$ cat src/rtl/mult_pkg.sv
// -----------------------------------------------------------------------------
// mult_pkg
// Shared definitions for the add/shift multiplier controller:
//   - MULT_N_BITS  : default operand width (number of add/shift steps)
//   - mult_state_t : controller state encoding
//   - cnt_width()  : step-counter width for a given operand width
// No ports (package).
// -----------------------------------------------------------------------------
package mult_pkg;

  localparam int MULT_N_BITS = 8;

  typedef enum logic [2:0] {
    S_IDLE  = 3'd0,
    S_START = 3'd1,
    S_ADD   = 3'd2,
    S_SHIFT = 3'd3,
    S_HALT  = 3'd4
  } mult_state_t;

  // $clog2(1) is 0, which would give a zero-width counter; keep at least 1 bit.
  function automatic int cnt_width(input int n_bits);
    return (n_bits > 1) ? $clog2(n_bits) : 1;
  endfunction

endpackage

$ cat src/rtl/mult_step_counter.sv
// -----------------------------------------------------------------------------
// mult_step_counter
// Counts completed add/shift steps of one multiply.
// Ports:
//   clk    : clock, rising edge
//   reset  : synchronous active-high reset, forces count to 0
//   clear  : synchronous clear (start of a multiply), wins over incr
//   incr   : advance the count by one
//   tc     : terminal count, high while count == N_BITS-1
// -----------------------------------------------------------------------------
module mult_step_counter
  import mult_pkg::*;
#(
  parameter int N_BITS = MULT_N_BITS,
  parameter int CNT_W  = cnt_width(N_BITS)
) (
  input  logic clk,
  input  logic reset,
  input  logic clear,
  input  logic incr,
  output logic tc
);

  logic [CNT_W-1:0] cnt_q;
  logic [CNT_W-1:0] cnt_d;

  always_comb begin
    // NOTE: every always_comb target gets a default first so no path leaves it
    // unassigned -- otherwise synthesis infers a latch.
    cnt_d = cnt_q;
    if (clear) begin
      cnt_d = '0;
    end else if (incr) begin
      cnt_d = cnt_q + CNT_W'(1);
    end
  end

  // NOTE: state registers use non-blocking assignments so every flop samples
  // the pre-edge values of its inputs, independent of statement order.
  always_ff @(posedge clk) begin
    if (reset) begin
      cnt_q <= '0;
    end else begin
      cnt_q <= cnt_d;
    end
  end

  assign tc = (cnt_q == CNT_W'(N_BITS - 1));

endmodule

$ cat src/rtl/mult_control.sv
// -----------------------------------------------------------------------------
// mult_control
// Sequencer for an add/shift multiplier (X:A:B datapath). One Run press gives
// exactly one N_BITS-step multiply; Done is held until Run is released.
//
// Build option: define MULT_CONTROL_SIGNED_EN to subtract (rather than add)
// the multiplicand on the last step, giving two's-complement multiplication.
// Without it every step adds and Sub is constant 0.
//
// Ports:
//   Clk          : clock, rising edge
//   Reset        : synchronous active-high reset -> IDLE, step count 0
//   Run          : level request to start a multiply
//   ClearA_LoadB : level request (IDLE only) to clear A/X and load B
//   M            : current multiplier LSB (B shift-out)
//   Clr_A        : clear A register and X bit
//   Ld_B         : load B from switches
//   Ld_A         : load adder result into A and X (= Add | Sub)
//   Add          : adder computes A+S
//   Sub          : adder computes A-S
//   Shift_En     : shift X, A, B right by one
//   Done         : product valid in A:B
// -----------------------------------------------------------------------------
module mult_control
  import mult_pkg::*;
#(
  parameter int N_BITS = MULT_N_BITS
) (
  input  logic Clk,
  input  logic Reset,
  input  logic Run,
  input  logic ClearA_LoadB,
  input  logic M,
  output logic Clr_A,
  output logic Ld_B,
  output logic Ld_A,
  output logic Add,
  output logic Sub,
  output logic Shift_En,
  output logic Done
);

  mult_state_t state_q;
  mult_state_t state_d;

  logic cnt_clear;
  logic cnt_incr;
  logic cnt_tc;

  // START zeroes the counter; SHIFT advances it unless this was the last step.
  assign cnt_clear = (state_q == S_START);
  assign cnt_incr  = (state_q == S_SHIFT) && !cnt_tc;

  mult_step_counter #(
    .N_BITS (N_BITS)
  ) u_step_counter (
    .clk   (Clk),
    .reset (Reset),
    .clear (cnt_clear),
    .incr  (cnt_incr),
    .tc    (cnt_tc)
  );

  // State register
  always_ff @(posedge Clk) begin
    if (Reset) begin
      state_q <= S_IDLE;
    end else begin
      state_q <= state_d;
    end
  end

  // Next-state logic. Run/ClearA_LoadB only matter in IDLE and HALT.
  always_comb begin
    state_d = state_q;
    unique case (state_q)
      S_IDLE: begin
        // A clear/load request takes priority over starting a multiply.
        if (!ClearA_LoadB && Run) begin
          state_d = S_START;
        end
      end
      S_START: state_d = S_ADD;
      S_ADD:   state_d = S_SHIFT;
      S_SHIFT: state_d = cnt_tc ? S_HALT : S_ADD;
      S_HALT: begin
        // Wait for Run to drop so a held button cannot retrigger.
        if (!Run) begin
          state_d = S_IDLE;
        end
      end
      default: state_d = S_IDLE;
    endcase
  end

  // Output decode: current state, plus M in ADD; the IDLE clear/load strobe
  // follows its request level.
  always_comb begin
    Clr_A    = 1'b0;
    Ld_B     = 1'b0;
    Ld_A     = 1'b0;
    Add      = 1'b0;
    Sub      = 1'b0;
    Shift_En = 1'b0;
    Done     = 1'b0;
    unique case (state_q)
      S_IDLE: begin
        Clr_A = ClearA_LoadB;
        Ld_B  = ClearA_LoadB;
      end
      S_START: Clr_A = 1'b1;
      S_ADD: begin
        if (M) begin
          Ld_A = 1'b1;
`ifdef MULT_CONTROL_SIGNED_EN
          // The multiplier MSB carries weight -2^(N-1): subtract on the last step.
          Sub = cnt_tc;
          Add = !cnt_tc;
`else
          Add = 1'b1;
`endif
        end
      end
      S_SHIFT: Shift_En = 1'b1;
      S_HALT:  Done     = 1'b1;
      default: ;
    endcase
  end

endmodule

$ cat config.mk
export PLATFORM = sky130hd
export DESIGN_NAME = mult_control
export DESIGN_NICKNAME = d
export VERILOG_FILES = /design/src/rtl/mult_pkg.sv /design/src/rtl/mult_step_counter.sv /design/src/rtl/mult_control.sv
export SDC_FILE = /design/constraint.sdc
export NUM_CORES = 1
export LEC_CHECK = 0
export CAP_MARGIN = 20
export CORE_AREA = 2 2 39 41
export CTS_CLUSTER_SIZE = 40
export DETAILED_ROUTE_END_ITERATION = 8
export DIE_AREA = 0 0 41 43
export PLACE_DENSITY = 0.63
export SETUP_SLACK_MARGIN = 0.4
export SYNTH_ARGS = -nofsm -noshare
export SYNTH_HDL_FRONTEND = slang
export SYNTH_SLANG_ARGS = --single-unit
export TNS_END_PERCENT = 30
$ cat constraint.sdc
create_clock -name Clk -period 1.2 [get_ports Clk]
set_input_delay 0.3 -clock Clk [delete_from_list [all_inputs] [get_ports Clk]]
set_output_delay 0.3 -clock Clk [all_outputs]
set_load 0.01 [all_outputs]
==> impl_metrics.toml <==
[routing]
drcViolationCount = 0
ant_nets = 0
drt_iter0_drc = 5
wl_um = 876
via_per_inst = 4.69
first_pass_iters = 4
wl_per_cell_um = 11.7
num_vias = 352

[finish]
final_cell_mix = "8 x buf_4, 6 x buf_2, 4 x a21oi_1"
layout-drive-gt1-share = 0.576
n_fill_cell = 137
fin_area_um2 = 571
area_delta_synth_final_pct = 74.0
stdcell_count = 75
final_common_cell = "buf_4"
insertedDiodeCount = 0
nets = 68

[worst_setup_path]
r2r_cells = 5
critical_path.cell_chain = "buf_6 > nor3_4 > buf_2"
crit_required_ns = 0.90
crit_arrival_ns = 1.04
endpoint_kind = "primary output"
slowest_delay_ns = 0.36
startpoint = "state_q[2]"
start_kind = "flip-flop"
rr_startpoint = "u_step_counter.cnt_q[0]"
r2r_slack_ns = 0
reg2reg_to = "u_step_counter.cnt_q[0]"
cp_max_fo = 7
path_class = "reg2out"
cp_slowest_cell = "dfxtp_4"

[pwr]
internal_power_w = 0.000368
p_switching_w = 0.000126
p_sw_frac = 0.255
p_leak_nw = 0.228
clockPowerShare = 0.368
vdd_drop_max_mv = 0.347
p_per_area_mw_per_mm2 = 865
pwr-share-seq = 0.441
total_power_w = 0.000493
power_frac_comb = 0.191

[placed_design]
numPortBuffers = 10
dpl.hpwl_um = 557
place_congestion = 0.689
place_inst = 69
placed_area_um2 = 519

[status]
violations = "setup timing"
outcome = "complete, but fails checks"

[sta]
drv_slew = 0
skew_ns = 0.00526
setup_viol = 7
min_period_ns = 1.34
whs_ns = 0.497
tns_ns = -0.620
final.setup.worst_slack_ns = -0.136
hold_viol = 0
fmax_mhz = 749
fin_crit_sh = 1.11
rsz0062_at_grt = "yes"

[floorplan]
die-area_mm2 = 0.00176
pin_count = 12
core_area_mm2 = 0.00138
row_count = 14
start_util = 0.237
die_x_um = 41
dieHeight_um = 43

[grt]
grt.overflow.total = 0
grt_usage = 0.125
antenna_found_initial = 0
grt_pass1_wl_mm = 1.44
grt_max_degree = 8
first_global_vias = 362

[synth]
synth_area_leaders = "dfxtp_1 37%, a21oi_1 7.6%, ha_1 7.6%, nand2b_1 5.7%, o21ai_1 4.6%"
synth_nets = 47
post_synth.cell_area_avg_um2 = 8.20
synth_largest_area_cell = "dfxtp_1"
syn_inst = 40
synth_seq_cells = 6
yosys_warnings = 0
yosysUniqueCellTypes = 18
synth.top_cell.area_share = 0.366
netlist_area_um2 = 328
seq_area_frac_synth = 0.366

[min_path]
whs_endpoint = "u_step_counter.cnt_q[0]"
min-delay-start = "u_step_counter.cnt_q[0]"
whs_path_depth = 2
worstHoldPathType = "reg2reg"

[clocking]
cts-buffers-inserted = 3
cts.hold.buffers_added = 0
ctsLongestPathBuffers = 2
clk-insertion-delay-late_ns = 0.24
clkTransAtPathRegs_ns = 0.05
root_buffer = "clkbuf_4"
cts_sinks = 6
cts_max_level = 1
cts_tree = "yes"

[job]
max_cap_violations = 0
## critical path, delay by kind of cell (launching register included)
kind	cells	cell delay, ns
buffers and inverters	2	0.27
flip-flops	1	0.36
AND/OR/NAND/NOR	1	0.16
## state kept, by name, indices dropped and copies added (netlist names)
name,flops
u_step_counter.cnt_q,3
state_q,3
## cell families after synthesis
family	synth area share
fa+ha+maj	0.0763
buf+inv	0.0839
simple gates	0.294
compound gates	0.168
other cells	0.0114
flops	0.366
## per-stage QoR
| step | util | setup slack [ns] |
|---|---|---|
| 2_1_floorplan | - | 0.0577 |
| 3_3_place_gp | 0.375 | -0.626 |
| 3_5_place_dp | 0.375 | -0.638 |
| 4_1_cts | 0.410 | -0.140 |
| 5_1_grt | 0.412 | -0.186 |
| 6_report | 0.412 | -0.136 |
## cell type report
type | count | area (um^2) | area share
clock buffers | 3 | 22.5 | 0.0395
flip-flops and latches | 6 | 134 | 0.235
multi-input cells | 29 | 249 | 0.436
repair buffers | 19 | 138 | 0.241
well taps | 16 | 20.0 | 0.0351
inverters | 2 | 7.51 | 0.0132
## worst max path at each step
| stage | end | slack [ns] |
|---|---|---|
| 4_1_cts | Add | -0.14 |
| 2_1_floorplan | state_q[1] | 0.06 |
| 3_3_place_gp | Ld_B | -0.63 |
| 5_1_grt | Add | -0.19 |
| 6_report | Add | -0.14 |
| 3_5_place_dp | Ld_B | -0.64 |
## metal layers
| layer | vias up | wire (um) | global-route usage |
|---|---|---|---|
| met4 | 0 | 8 | 0.100 |
| met5 | - | 0 | 0 |
| met1 | 167 | 324 | 0.132 |
| met2 | 6 | 521 | 0.203 |
| met3 | 2 | 22 | 0.0157 |
| li1 | 177 | - | - |
## cells in the mapped netlist, drive strengths merged
library cell  number
a21oi              5
conb               1
dfxtp              6
inv                2
nor4               2
o21ai              3
nand2              3
nor2               3
and2               2
nand3              1
nand2b             3
and4bb             1
nor3               2
a2111oi            1
ha                 2
buf                3
## repair_timing
item                                    CTS  global route
gates resized for setup                  38             2
setup buffers                             3             0
pin swaps                                10             3
endpoints found under the setup margin   12            12
## power groups by stage
stage	Clock, W	Sequential, W	Combinational (W)
after floorplan	0	0.000221	0.0000372
after global placement	0	0.000223	0.0000921
after detailed placement	0	0.000223	0.0000923
after CTS	0.000181	0.000218	0.0000926
after global routing	0.000204	0.000219	0.000102
final	0.000182	0.000218	0.0000942
No activity file was read; power rests on OpenSTA's default activity.
